===== src/rtl/spi_frame_pkg.sv =====
// Shared frame layout and command codes for the SPI frame decoder.
package spi_frame_pkg;

  localparam int FRAME_W = 32;
  localparam int CMD_W   = 4;
  localparam int CNT_W   = 5;

  localparam int CMD_MSB  = 31;
  localparam int CMD_LSB  = 28;
  localparam int ADDR_MSB = 27;
  localparam int ADDR_LSB = 14;
  localparam int DATA_MSB = 13;
  localparam int DATA_LSB = 0;

  typedef enum logic [CMD_W-1:0] {
    CMD_NOP      = 4'h0,
    CMD_WRITE    = 4'h1,
    CMD_FGEN_ON  = 4'h2,
    CMD_FGEN_OFF = 4'h3
  } cmd_e;

endpackage


===== src/rtl/spi_sync_edge.sv =====
// Multi-flop synchronizer with rise/fall detection on the last two synchronized samples.
// Latency: level STAGES clk after the pin; edge pulses are one clk wide.
module spi_sync_edge #(
  parameter int   STAGES = 2,
  parameter logic IDLE   = 1'b0
) (
  input  logic clk,
  input  logic rst_n,
  input  logic din_i,
  output logic lvl_o,
  output logic rise_o,
  output logic fall_o
);

  logic [STAGES-1:0] sync_q;
  logic              prev_q;

  always_ff @(posedge clk or negedge rst_n) begin
    if (!rst_n) begin
      sync_q <= {STAGES{IDLE}};
      prev_q <= IDLE;
    end else begin
      sync_q <= {sync_q[STAGES-2:0], din_i};
      prev_q <= sync_q[STAGES-1];
    end
  end

  assign lvl_o  = sync_q[STAGES-1];
  assign rise_o = sync_q[STAGES-1] & ~prev_q;
  assign fall_o = ~sync_q[STAGES-1] & prev_q;

endmodule


===== src/rtl/spi_frame_decoder.sv =====
// SPI mode-0 slave decoding 32-bit command frames into waveform-memory writes and generator control.
// Latency: rx_valid/mem_we SYNC_STAGES+2 clk after the bit-32 SCK rise; no backpressure. Macro SPI_FRAME_ECHO_EN enables MISO echo.
module spi_frame_decoder
  import spi_frame_pkg::*;
#(
  parameter int SYNC_STAGES = 2,
  parameter int ADDR_W      = 14,
  parameter int DATA_W      = 14
) (
  input  logic               clk,
  input  logic               rst_n,
  input  logic               SCK,
  input  logic               MOSI,
  input  logic               SSEL,
  output logic               MISO,
  output logic [FRAME_W-1:0] rx_frame,
  output logic               rx_valid,
  output logic               mem_we,
  output logic [ADDR_W-1:0]  mem_addr,
  output logic [DATA_W-1:0]  mem_data,
  output logic               fgen_ena,
  output logic               frame_err,
  output logic [7:0]         err_cnt
);

  // Reset asserts asynchronously but releases on a clock edge.
  logic [1:0] rst_sync_q;
  logic       rst_core_n;

  always_ff @(posedge clk or negedge rst_n) begin
    if (!rst_n) rst_sync_q <= 2'b00;
    else        rst_sync_q <= {rst_sync_q[0], 1'b1};
  end
  assign rst_core_n = rst_sync_q[1];

  logic sck_lvl, sck_rise, sck_fall;
  logic ssel_lvl, ssel_rise, ssel_fall;
  logic [SYNC_STAGES-1:0] mosi_sync_q;
  logic mosi_lvl;

  spi_sync_edge #(.STAGES(SYNC_STAGES), .IDLE(1'b0)) u_sck_sync (
    .clk(clk), .rst_n(rst_core_n), .din_i(SCK),
    .lvl_o(sck_lvl), .rise_o(sck_rise), .fall_o(sck_fall)
  );

  spi_sync_edge #(.STAGES(SYNC_STAGES), .IDLE(1'b1)) u_ssel_sync (
    .clk(clk), .rst_n(rst_core_n), .din_i(SSEL),
    .lvl_o(ssel_lvl), .rise_o(ssel_rise), .fall_o(ssel_fall)
  );

  always_ff @(posedge clk or negedge rst_core_n) begin
    if (!rst_core_n) mosi_sync_q <= '0;
    else             mosi_sync_q <= {mosi_sync_q[SYNC_STAGES-2:0], MOSI};
  end
  assign mosi_lvl = mosi_sync_q[SYNC_STAGES-1];

  logic [FRAME_W-2:0] shift_q, shift_d;
  logic [CNT_W-1:0]   cnt_q, cnt_d;
  logic [FRAME_W-1:0] rx_frame_q, rx_frame_d;
  logic               done_q, done_d;
  logic               abort_q, abort_d;

  always_comb begin
    shift_d    = shift_q;
    cnt_d      = cnt_q;
    rx_frame_d = rx_frame_q;
    done_d     = 1'b0;
    abort_d    = 1'b0;
    if (ssel_fall) begin
      cnt_d = '0;
    end else if (ssel_rise && cnt_q != '0) begin
      cnt_d   = '0;
      abort_d = 1'b1;
    end else if (sck_rise && !ssel_lvl) begin
      shift_d = {shift_q[FRAME_W-3:0], mosi_lvl};
      cnt_d   = cnt_q + 1'b1;
      if (cnt_q == CNT_W'(FRAME_W-1)) begin
        rx_frame_d = {shift_q, mosi_lvl};
        done_d     = 1'b1;
      end
    end
  end

  // Command decode runs one clk after capture, aligned with rx_valid.
  cmd_e              cmd;
  logic              rx_valid_q, rx_valid_d;
  logic              mem_we_q, mem_we_d;
  logic [ADDR_W-1:0] mem_addr_q, mem_addr_d;
  logic [DATA_W-1:0] mem_data_q, mem_data_d;
  logic              fgen_q, fgen_d;
  logic              frame_err_q, frame_err_d;
  logic [7:0]        err_cnt_q, err_cnt_d;
  logic              err_hit;

  assign cmd = cmd_e'(rx_frame_q[CMD_MSB:CMD_LSB]);

  always_comb begin
    rx_valid_d = done_q;
    mem_we_d   = 1'b0;
    mem_addr_d = mem_addr_q;
    mem_data_d = mem_data_q;
    fgen_d     = fgen_q;
    err_hit    = abort_q;
    if (done_q) begin
      case (cmd)
        CMD_NOP:      ;
        CMD_WRITE: begin
          mem_we_d   = 1'b1;
          mem_addr_d = rx_frame_q[DATA_W +: ADDR_W];
          mem_data_d = rx_frame_q[DATA_W-1:0];
        end
        CMD_FGEN_ON:  fgen_d = 1'b1;
        CMD_FGEN_OFF: fgen_d = 1'b0;
        default:      err_hit = 1'b1;
      endcase
    end
    frame_err_d = err_hit;
    err_cnt_d   = (err_hit && err_cnt_q != 8'hFF) ? err_cnt_q + 8'd1 : err_cnt_q;
  end

  always_ff @(posedge clk or negedge rst_core_n) begin
    if (!rst_core_n) begin
      shift_q     <= '0;
      cnt_q       <= '0;
      rx_frame_q  <= '0;
      done_q      <= 1'b0;
      abort_q     <= 1'b0;
      rx_valid_q  <= 1'b0;
      mem_we_q    <= 1'b0;
      mem_addr_q  <= '0;
      mem_data_q  <= '0;
      fgen_q      <= 1'b0;
      frame_err_q <= 1'b0;
      err_cnt_q   <= '0;
    end else begin
      shift_q     <= shift_d;
      cnt_q       <= cnt_d;
      rx_frame_q  <= rx_frame_d;
      done_q      <= done_d;
      abort_q     <= abort_d;
      rx_valid_q  <= rx_valid_d;
      mem_we_q    <= mem_we_d;
      mem_addr_q  <= mem_addr_d;
      mem_data_q  <= mem_data_d;
      fgen_q      <= fgen_d;
      frame_err_q <= frame_err_d;
      err_cnt_q   <= err_cnt_d;
    end
  end

  assign rx_frame  = rx_frame_q;
  assign rx_valid  = rx_valid_q;
  assign mem_we    = mem_we_q;
  assign mem_addr  = mem_addr_q;
  assign mem_data  = mem_data_q;
  assign fgen_ena  = fgen_q;
  assign frame_err = frame_err_q;
  assign err_cnt   = err_cnt_q;

  logic unused_ok;

`ifdef SPI_FRAME_ECHO_EN
  // Echo reloads at SSEL fall and again after every 32nd bit for back-to-back frames.
  logic [FRAME_W-1:0] echo_q, echo_d;

  always_comb begin
    echo_d = echo_q;
    if (ssel_fall)
      echo_d = rx_frame_q;
    else if (sck_fall && !ssel_lvl)
      echo_d = (cnt_q == '0) ? rx_frame_q : {echo_q[FRAME_W-2:0], 1'b0};
  end

  always_ff @(posedge clk or negedge rst_core_n) begin
    if (!rst_core_n) echo_q <= '0;
    else             echo_q <= echo_d;
  end

  assign MISO      = echo_q[FRAME_W-1];
  assign unused_ok = sck_lvl;
`else
  assign MISO      = 1'b0;
  assign unused_ok = &{sck_lvl, sck_fall};
`endif

endmodule


===== config.mk =====
export PLATFORM = sky130hd
export DESIGN_NAME = spi_frame_decoder
export DESIGN_NICKNAME = d
export VERILOG_FILES = /design/src/rtl/spi_frame_pkg.sv /design/src/rtl/spi_sync_edge.sv /design/src/rtl/spi_frame_decoder.sv
export SDC_FILE = /design/constraint.sdc
export NUM_CORES = 1
export LEC_CHECK = 0
export ABC_AREA = 1
export BUFFER_PORTS_ARGS = -buffer_cell sky130_fd_sc_hd__buf_2
export CORE_MARGIN = 3
export CORE_UTILIZATION = 58
export CTS_BUF_LIST = sky130_fd_sc_hd__clkbuf_2 sky130_fd_sc_hd__clkbuf_4 sky130_fd_sc_hd__clkbuf_8
export CTS_CLUSTER_SIZE = 20
export DETAILED_ROUTE_END_ITERATION = 16
export PLACE_DENSITY = 0.81
export SETUP_SLACK_MARGIN = 0.5
export SYNTH_ARGS = -nofsm -noshare
export SYNTH_HDL_FRONTEND = slang
export SYNTH_SLANG_ARGS = --single-unit

===== constraint.sdc =====
create_clock -name clk -period 4.25 [get_ports clk]
set_clock_uncertainty 0.1 [all_clocks]
set_input_delay 0.425 -clock clk [delete_from_list [all_inputs] [get_ports clk]]
set_output_delay 0.425 -clock clk [all_outputs]
set_load 0.1 [all_outputs]

==> out/metrics.csv, run 1 <==
metric,value,unit
Top Metal Used,met4,
DRT antenna net count,0,
initial drt markers,227,
Comb pwr share,7.8,%
Switch Pwr,637,uW
post-CTS sizing,0,
Die ar.,9150,um^2
Initial Utilization,60.0,%
CTS tree,done,
# fillers,581,
depth of the worst register-to-register path,5,
clock latency on the worst-skew pair,0.42,ns
Hold Crit Class,input port to async pin,
number of global-route vias before repair,3221,
unrepaired setup endpoints after global routing,no,
Leakage,0.00298,uW
ANT cells,0,
switch share,25.3,%
Post-Syn Area,4660,um^2
CP required,4.45,ns
gpl congestion,0.686,
Synth cell types,23,
Post-Synthesis Cells,491,
dpl hpwl,5640,um
syn_nets,500,
routed wl met2,4440,um
relative slew slack,17.9,%
largest net degree at the start of global routing,84,
Startpoint Class,flop,
crit share post-route,51.8,%
Setup crit end kind,flop,
die width,95.7,um
CTS max path bufs,2,
Hold Buf Count CTS,4,
H-tree levels,4,
critical path class,flop to flop,
Cell Pwr Density,455,nW/um^2
clk sinks,120,
NumNets Final,581,
Syn-to-layout area delta,18.6,%
Crit path buffers/inverters,0,
Flop pwr share,48.4,%
Max Slew Vio Count,0,
clock power share,43.7,%
maximum vdd ir drop,0.000234,V
crit path DAT,2.41,ns
minimum clock period,2.20,ns
core area,7770,um^2
via count,3421,
Clock Tree Root,clkbuf_8,
FF-to-FF End,shift_q[10]$_DFFE_PN0P_,
"Avg Cell Area, Syn",9.50,um^2
P_int,1880,uW
antenna violations before repair,0,
overall power,2520,uW
Detail Route met3 WL,483,um
routed wire length,9040,um
Seq cells post-synth,120,
ratio of cells with drive above 1 in the final layout,21.4,%
max_cap viols,0,
endpoints failing hold,0,
first-pass GRT wire length,15100,um
maximum fanout along the worst path,67,
"Slowest-stage cell, CP",nor2_4,
TritonCTS Buffers,17,
"CP delay by family, top",simple AND/OR/NAND/NOR gates,
grt total ovfl,0,
Metal-1 WL,3950,um
detailed-route DRC error count,0,
I/O pins,78,
Slowest Stage Delay on Critical Path,0.94,ns
DRT Pass-1 Iters,5,
clk slew on worst S/H paths,0.07,ns
Slew @ Worst Pin,1.23,ns
post-DR vias/cell,4.98,
WL/cell,13.2,um
synth warn,0,
Post CTS Setup Buffer Count,0,
r2r startpoint,u_ssel_sync.sync_q[1]$_DFF_PN1_,
setup TNS,0,ns
Die Height,95.7,um
"Critical Path, Cell by Cell",nor2_2 > nand2_2 > nor2_4 > nand2_1 > o21ai_0,
"Setup violations, final",0,
status,"complete, no violations",
register area share after synthesis,64.5,%
Rows,32,
Max Freq,0.454,GHz
Total GRT Usage,21.8,%
PortBufs,76,
R2R setup slack,2.05,ns
-- cells in the mapped netlist, drive strengths merged --
cell type | n | area, um^2
nand3 | 10 | 62.6
buf | 18 | 128
or2 | 1 | 6.26
conb | 2 | 7.51
nand4 | 7 | 43.8
ha | 4 | 50.1
nand2 | 197 | 747
nor2 | 13 | 61.3
clkbuf | 2 | 7.51
dfrtp | 117 | 2930
o21bai | 1 | 11.3
inv | 48 | 180
dfstp | 3 | 78.8
o21ai | 65 | 325
xnor2 | 3 | 26.3
-- layout by cell type (no fill, tap or decap), drive strengths merged --
cell type,Yosys,final
dfrtp,117,117
bufinv,0,4
buf,18,78
xnor2,3,3
nand2,197,197
nand4,7,7
nor2,13,13
or2,1,1
nand3,10,10
dfstp,3,3
dlygate4sd3,0,4
inv,48,49
o21bai,1,1
ha,4,4
o21ai,65,65
clkinv,0,6
conb,2,2
clkinvlp,0,1
clkbuf,2,20
-- sequential cells by signal, indices dropped and copies added, names as in the netlist, 2 cells and up --
name                count
shift_q                31
u_ssel_sync.sync_q      2
mem_addr               14
u_sck_sync.sync_q       2
mosi_sync_q             2
rx_frame               32
err_cnt                 8
mem_data               14
cnt_q                   5
rst_sync_q              2
-- metrics by stage --
stage / instance area (um^2) / hold WS, ns / util [%] / instances / worst slack (ns)
2_1_floorplan: 4660 / 0.0294 / - / 491 / 0.565
5_1_grt: 5530 / 0.214 / 71.2 / 687 / 1.85
3_3_place_gp: 5050 / 0.110 / 65.1 / 651 / 2.28
4_1_cts: 5530 / 0.193 / 71.2 / 687 / 2.09
3_5_place_dp: 5050 / 0.113 / 65.1 / 651 / 2.17
6_report: 5530 / 0.211 / 71.2 / 687 / 2.05
-- cell type report --
class	instances	area [um^2]	share of cell area, %
clock inverter	12	174	3.14
timing repair buffer	82	435	7.87
multi-input combinational	303	1340	24.2
inverter	48	180	3.26
clock buffer	20	263	4.75
sequential	120	3010	54.4
tap	102	128	2.31
-- how the worst max path moves through the flow --
stage,slack [ns],end,cells after the start,from
2_1_floorplan,0.56,abort_q$_DFF_PN0_,0,rst_sync_q[1]$_DFF_PN0_
3_3_place_gp,2.28,shift_q[12]$_DFFE_PN0P_,4,u_ssel_sync.sync_q[1]$_DFF_PN1_
3_5_place_dp,2.17,rx_frame[30]$_DFFE_PN0P_,7,cnt_q[1]$_DFFE_PN0P_
4_1_cts,2.09,shift_q[10]$_DFFE_PN0P_,4,u_ssel_sync.sync_q[1]$_DFF_PN1_
5_1_grt,1.85,shift_q[10]$_DFFE_PN0P_,4,u_ssel_sync.sync_q[1]$_DFF_PN1_
6_report,2.05,shift_q[10]$_DFFE_PN0P_,5,u_ssel_sync.sync_q[1]$_DFF_PN1_
-- power by group through the flow --
stage	clock, uW	sequential (uW)	combinational [uW]
6_report	1100	1220	198
5_1_grt	1170	1230	210
4_1_cts	1120	1220	198
3_5_place_dp	0	1240	189
3_3_place_gp	0	1240	185
2_1_floorplan	0	1340	57.6
-- metal layers --
| metal | track usage (%) | up-vias |
|---|---|---|
| met5 | 0 | - |
| met4 | 7.82 | 0 |
| met3 | 7.10 | 16 |
| met2 | 33.9 | 90 |
| met1 | 29.0 | 1626 |
| li1 | - | 1689 |
-- logic make-up after synthesis --
group           share of synthesized area (%)
buf+inv                                  6.76
xor+xnor                                0.564
compound gates                           7.22
fa+ha+maj                                1.07
other cells                             0.161
simple gates                             19.7
flops                                    64.5
No activity file was read; power rests on OpenSTA's default activity.
==> run 2, diff against run 1 <==
--- a/config.mk
+++ b/config.mk
@@ -8,11 +8,11 @@
 export ABC_AREA = 1
 export BUFFER_PORTS_ARGS = -buffer_cell sky130_fd_sc_hd__buf_2
 export CORE_MARGIN = 3
-export CORE_UTILIZATION = 58
+export CORE_UTILIZATION = 52
 export CTS_BUF_LIST = sky130_fd_sc_hd__clkbuf_2 sky130_fd_sc_hd__clkbuf_4 sky130_fd_sc_hd__clkbuf_8
 export CTS_CLUSTER_SIZE = 20
 export DETAILED_ROUTE_END_ITERATION = 16
-export PLACE_DENSITY = 0.81
+export PLACE_DENSITY = 0.77
 export SETUP_SLACK_MARGIN = 0.5
 export SYNTH_ARGS = -nofsm -noshare
 export SYNTH_HDL_FRONTEND = slang
==> constraint.sdc (replaced) <==
create_clock -name clk -period 1.9 [get_ports clk]
set_clock_uncertainty 0.1 [all_clocks]
set_input_delay 0.19 -clock clk [delete_from_list [all_inputs] [get_ports clk]]
set_output_delay 0.19 -clock clk [all_outputs]
set_load 0.1 [all_outputs]
==> run 2 against run 1 <==
Critical path depth up 3. Count of clock-buffer cells in the layout down 2. Via count up 18%. Core utilization up 15 points. Sequential share of layout area down 13 points. Routed wire length up 66%. Maximum frequency up 32%. Sequential cell count unchanged. Non-clock buffer count up 40. First-iteration DRC count down 4.0%. Die area up 11%. Combinational power rose to 3.8 times the previous value.
==> out/metrics.csv, run 2 (synthesis gave the netlist of run 1 again) <==
metric,value,unit,change
status,"complete, no violations",,
clk slew on worst S/H paths,0.08,ns,about the same
H-tree levels,4,,unchanged
endpoints failing hold,0,,unchanged
NumNets Final,623,,+7.2%
crit share post-route,88.0,%,+36 points
post-DR vias/cell,5.53,,+11%
max reg flops,32,,unchanged
ratio of cells with drive above 1 in the final layout,46.6,%,+25 points
antenna violations before repair,0,,unchanged
clk sinks,120,,unchanged
core area,8460,um^2,+9.0%
WL/cell,20.5,um,+56%
pre-CTS setup slack,0.166,ns,-2.01 ns
Cell Pwr Density,839,nW/um^2,+84%
maximum vdd ir drop,0.000503,V,+110%
Clock Tree Root,clkbuf_8,,
Worst Setup SP,cnt_q[1]$_DFFE_PN0P_,,
Setup WS post-layout,0.227,ns,-1.82 ns
PortBufs,76,,unchanged
r2r startpoint,cnt_q[1]$_DFFE_PN0P_,,
most frequent cells in the layout,"nand2_1 (119), dfrtp_1 (100), nand2_2 (44)",,
grt total ovfl,0,,unchanged
routed wire length,15000,um,+66%
Startpoint Class,flop,,
Max Slew Vio Count,0,,unchanged
gpl congestion,0.840,,+22%
"Setup violations, final",0,,unchanged
first-pass GRT wire length,16800,um,+11%
number of global-route vias before repair,3520,,+9.3%
Leakage,0.00362,uW,+22%
Die ar.,10100,um^2,+11%
detailed-route DRC error count,0,,unchanged
Syn-to-layout area delta,57.2,%,
# fillers,354,,-39%
crit path DAT,1.90,ns,-0.51 ns
Setup crit end kind,flop,,
dpl hpwl,6160,um,+9.2%
die width,101,um,+5.3%
ANT cells,0,,unchanged
DRT Pass-1 Iters,5,,unchanged
max_cap viols,0,,unchanged
critical path class,flop to flop,,
Total GRT Usage,21.3,%,-0.53 points
largest net degree at the start of global routing,40,,-52%
I/O pins,78,,unchanged
Die Height,101,um,+5.3%
Max Freq,0.598,GHz,+32%
CTS max path bufs,2,,unchanged
minimum clock period,1.67,ns,-0.530 ns
initial drt markers,218,,-4.0%
TritonCTS Buffers,17,,unchanged
setup TNS,0,ns,unchanged
Hold Crit Class,flop to async pin,,
Rows,33,,+3.1%
CP required,2.12,ns,-2.33 ns
maximum fanout along the worst path,31,,-54%
clock latency on the worst-skew pair,0.45,ns,+0.03 ns
CTS tree,done,,
"most common cell after layout, fill and taps aside",nand2_1,,
Initial Utilization,55.1,%,-4.9 points
DRT antenna net count,0,,unchanged
via count,4050,,+18%
unrepaired setup endpoints after global routing,yes,,
run 2: cell type report:
class | instances | area [um^2] | area share, %
well taps | 105 | 131 | 1.79
repair inverters | 1 | 8.76 | 0.119
clock buffers | 18 | 241 | 3.29
multi-input cells | 304 | 1870 | 25.5
inverters | 48 | 198 | 2.70
flip-flops and latches | 120 | 3050 | 41.6
repair buffers | 122 | 1630 | 22.2
clock inverters | 14 | 205 | 2.80
run 2: repair_timing:
item | 4_1_cts | 5_1_grt
endpoints found under the setup margin | 144 | 136
cloned | 2 | 14
buffers inserted | 7 | 11
resized for setup | 146 | 222
hold buffers | 5 | 0
endpoints found under the hold margin | 5 | 0
pin swaps | 3 | 18
run 2: critical path: stages, from the launching register on:
cell	delay (ns)
dfrtp_1	0.37
ha_2	0.19
nand2_2	0.06
nor2_2	0.11
ha_2	0.20
nand3_4	0.12
buf_12	0.19
nand2_1	0.10
o21ai_1	0.08
run 2: worst paths after layout:
path                                                 end  slack [ns]  cells after the start
worst min-delay path            rx_frame[28]$_DFFE_PN0P_        0.17                      0
min in group clk                mosi_sync_q[1]$_DFF_PN0_        0.25                      0
worst max register to register  rx_frame[20]$_DFFE_PN0P_        0.23                      8
worst max-delay path            rx_frame[20]$_DFFE_PN0P_        0.23                      8
worst min register to register  rx_frame[28]$_DFFE_PN0P_        0.17                      0
max in group asynchronous       mem_addr[12]$_DFFE_PN0P_        0.93                      1
run 2: routing by layer:
metal	up-vias	GRT usage (%)	part of all wire (%)
li1	1777	-	-
met1	2049	27.6	37
met2	180	34.3	54
met3	44	6.16	6.4
met4	0	7.46	3.0
met5	-	0	0
run 2: stage by stage:
stage	power, uW	hold slack (ns)	utilization [%]	cell area, um^2	std cells
2_1_floorplan	3150	-0.206	-	4780	491
3_3_place_gp	3240	-0.125	61.9	5240	661
3_5_place_dp	3260	-0.122	61.9	5240	661
4_1_cts	5950	0.197	74.2	6280	707
5_1_grt	6340	0.215	86.6	7330	732
6_report	6150	0.173	86.6	7330	732
run 2: power by group:
group	internal (uW)	switching (uW)	total (uW)	leakage, uW
Combinational	288	455	743	0.00178
Clock	1560	1080	2650	0.000229
Sequential	2640	113	2750	0.00161
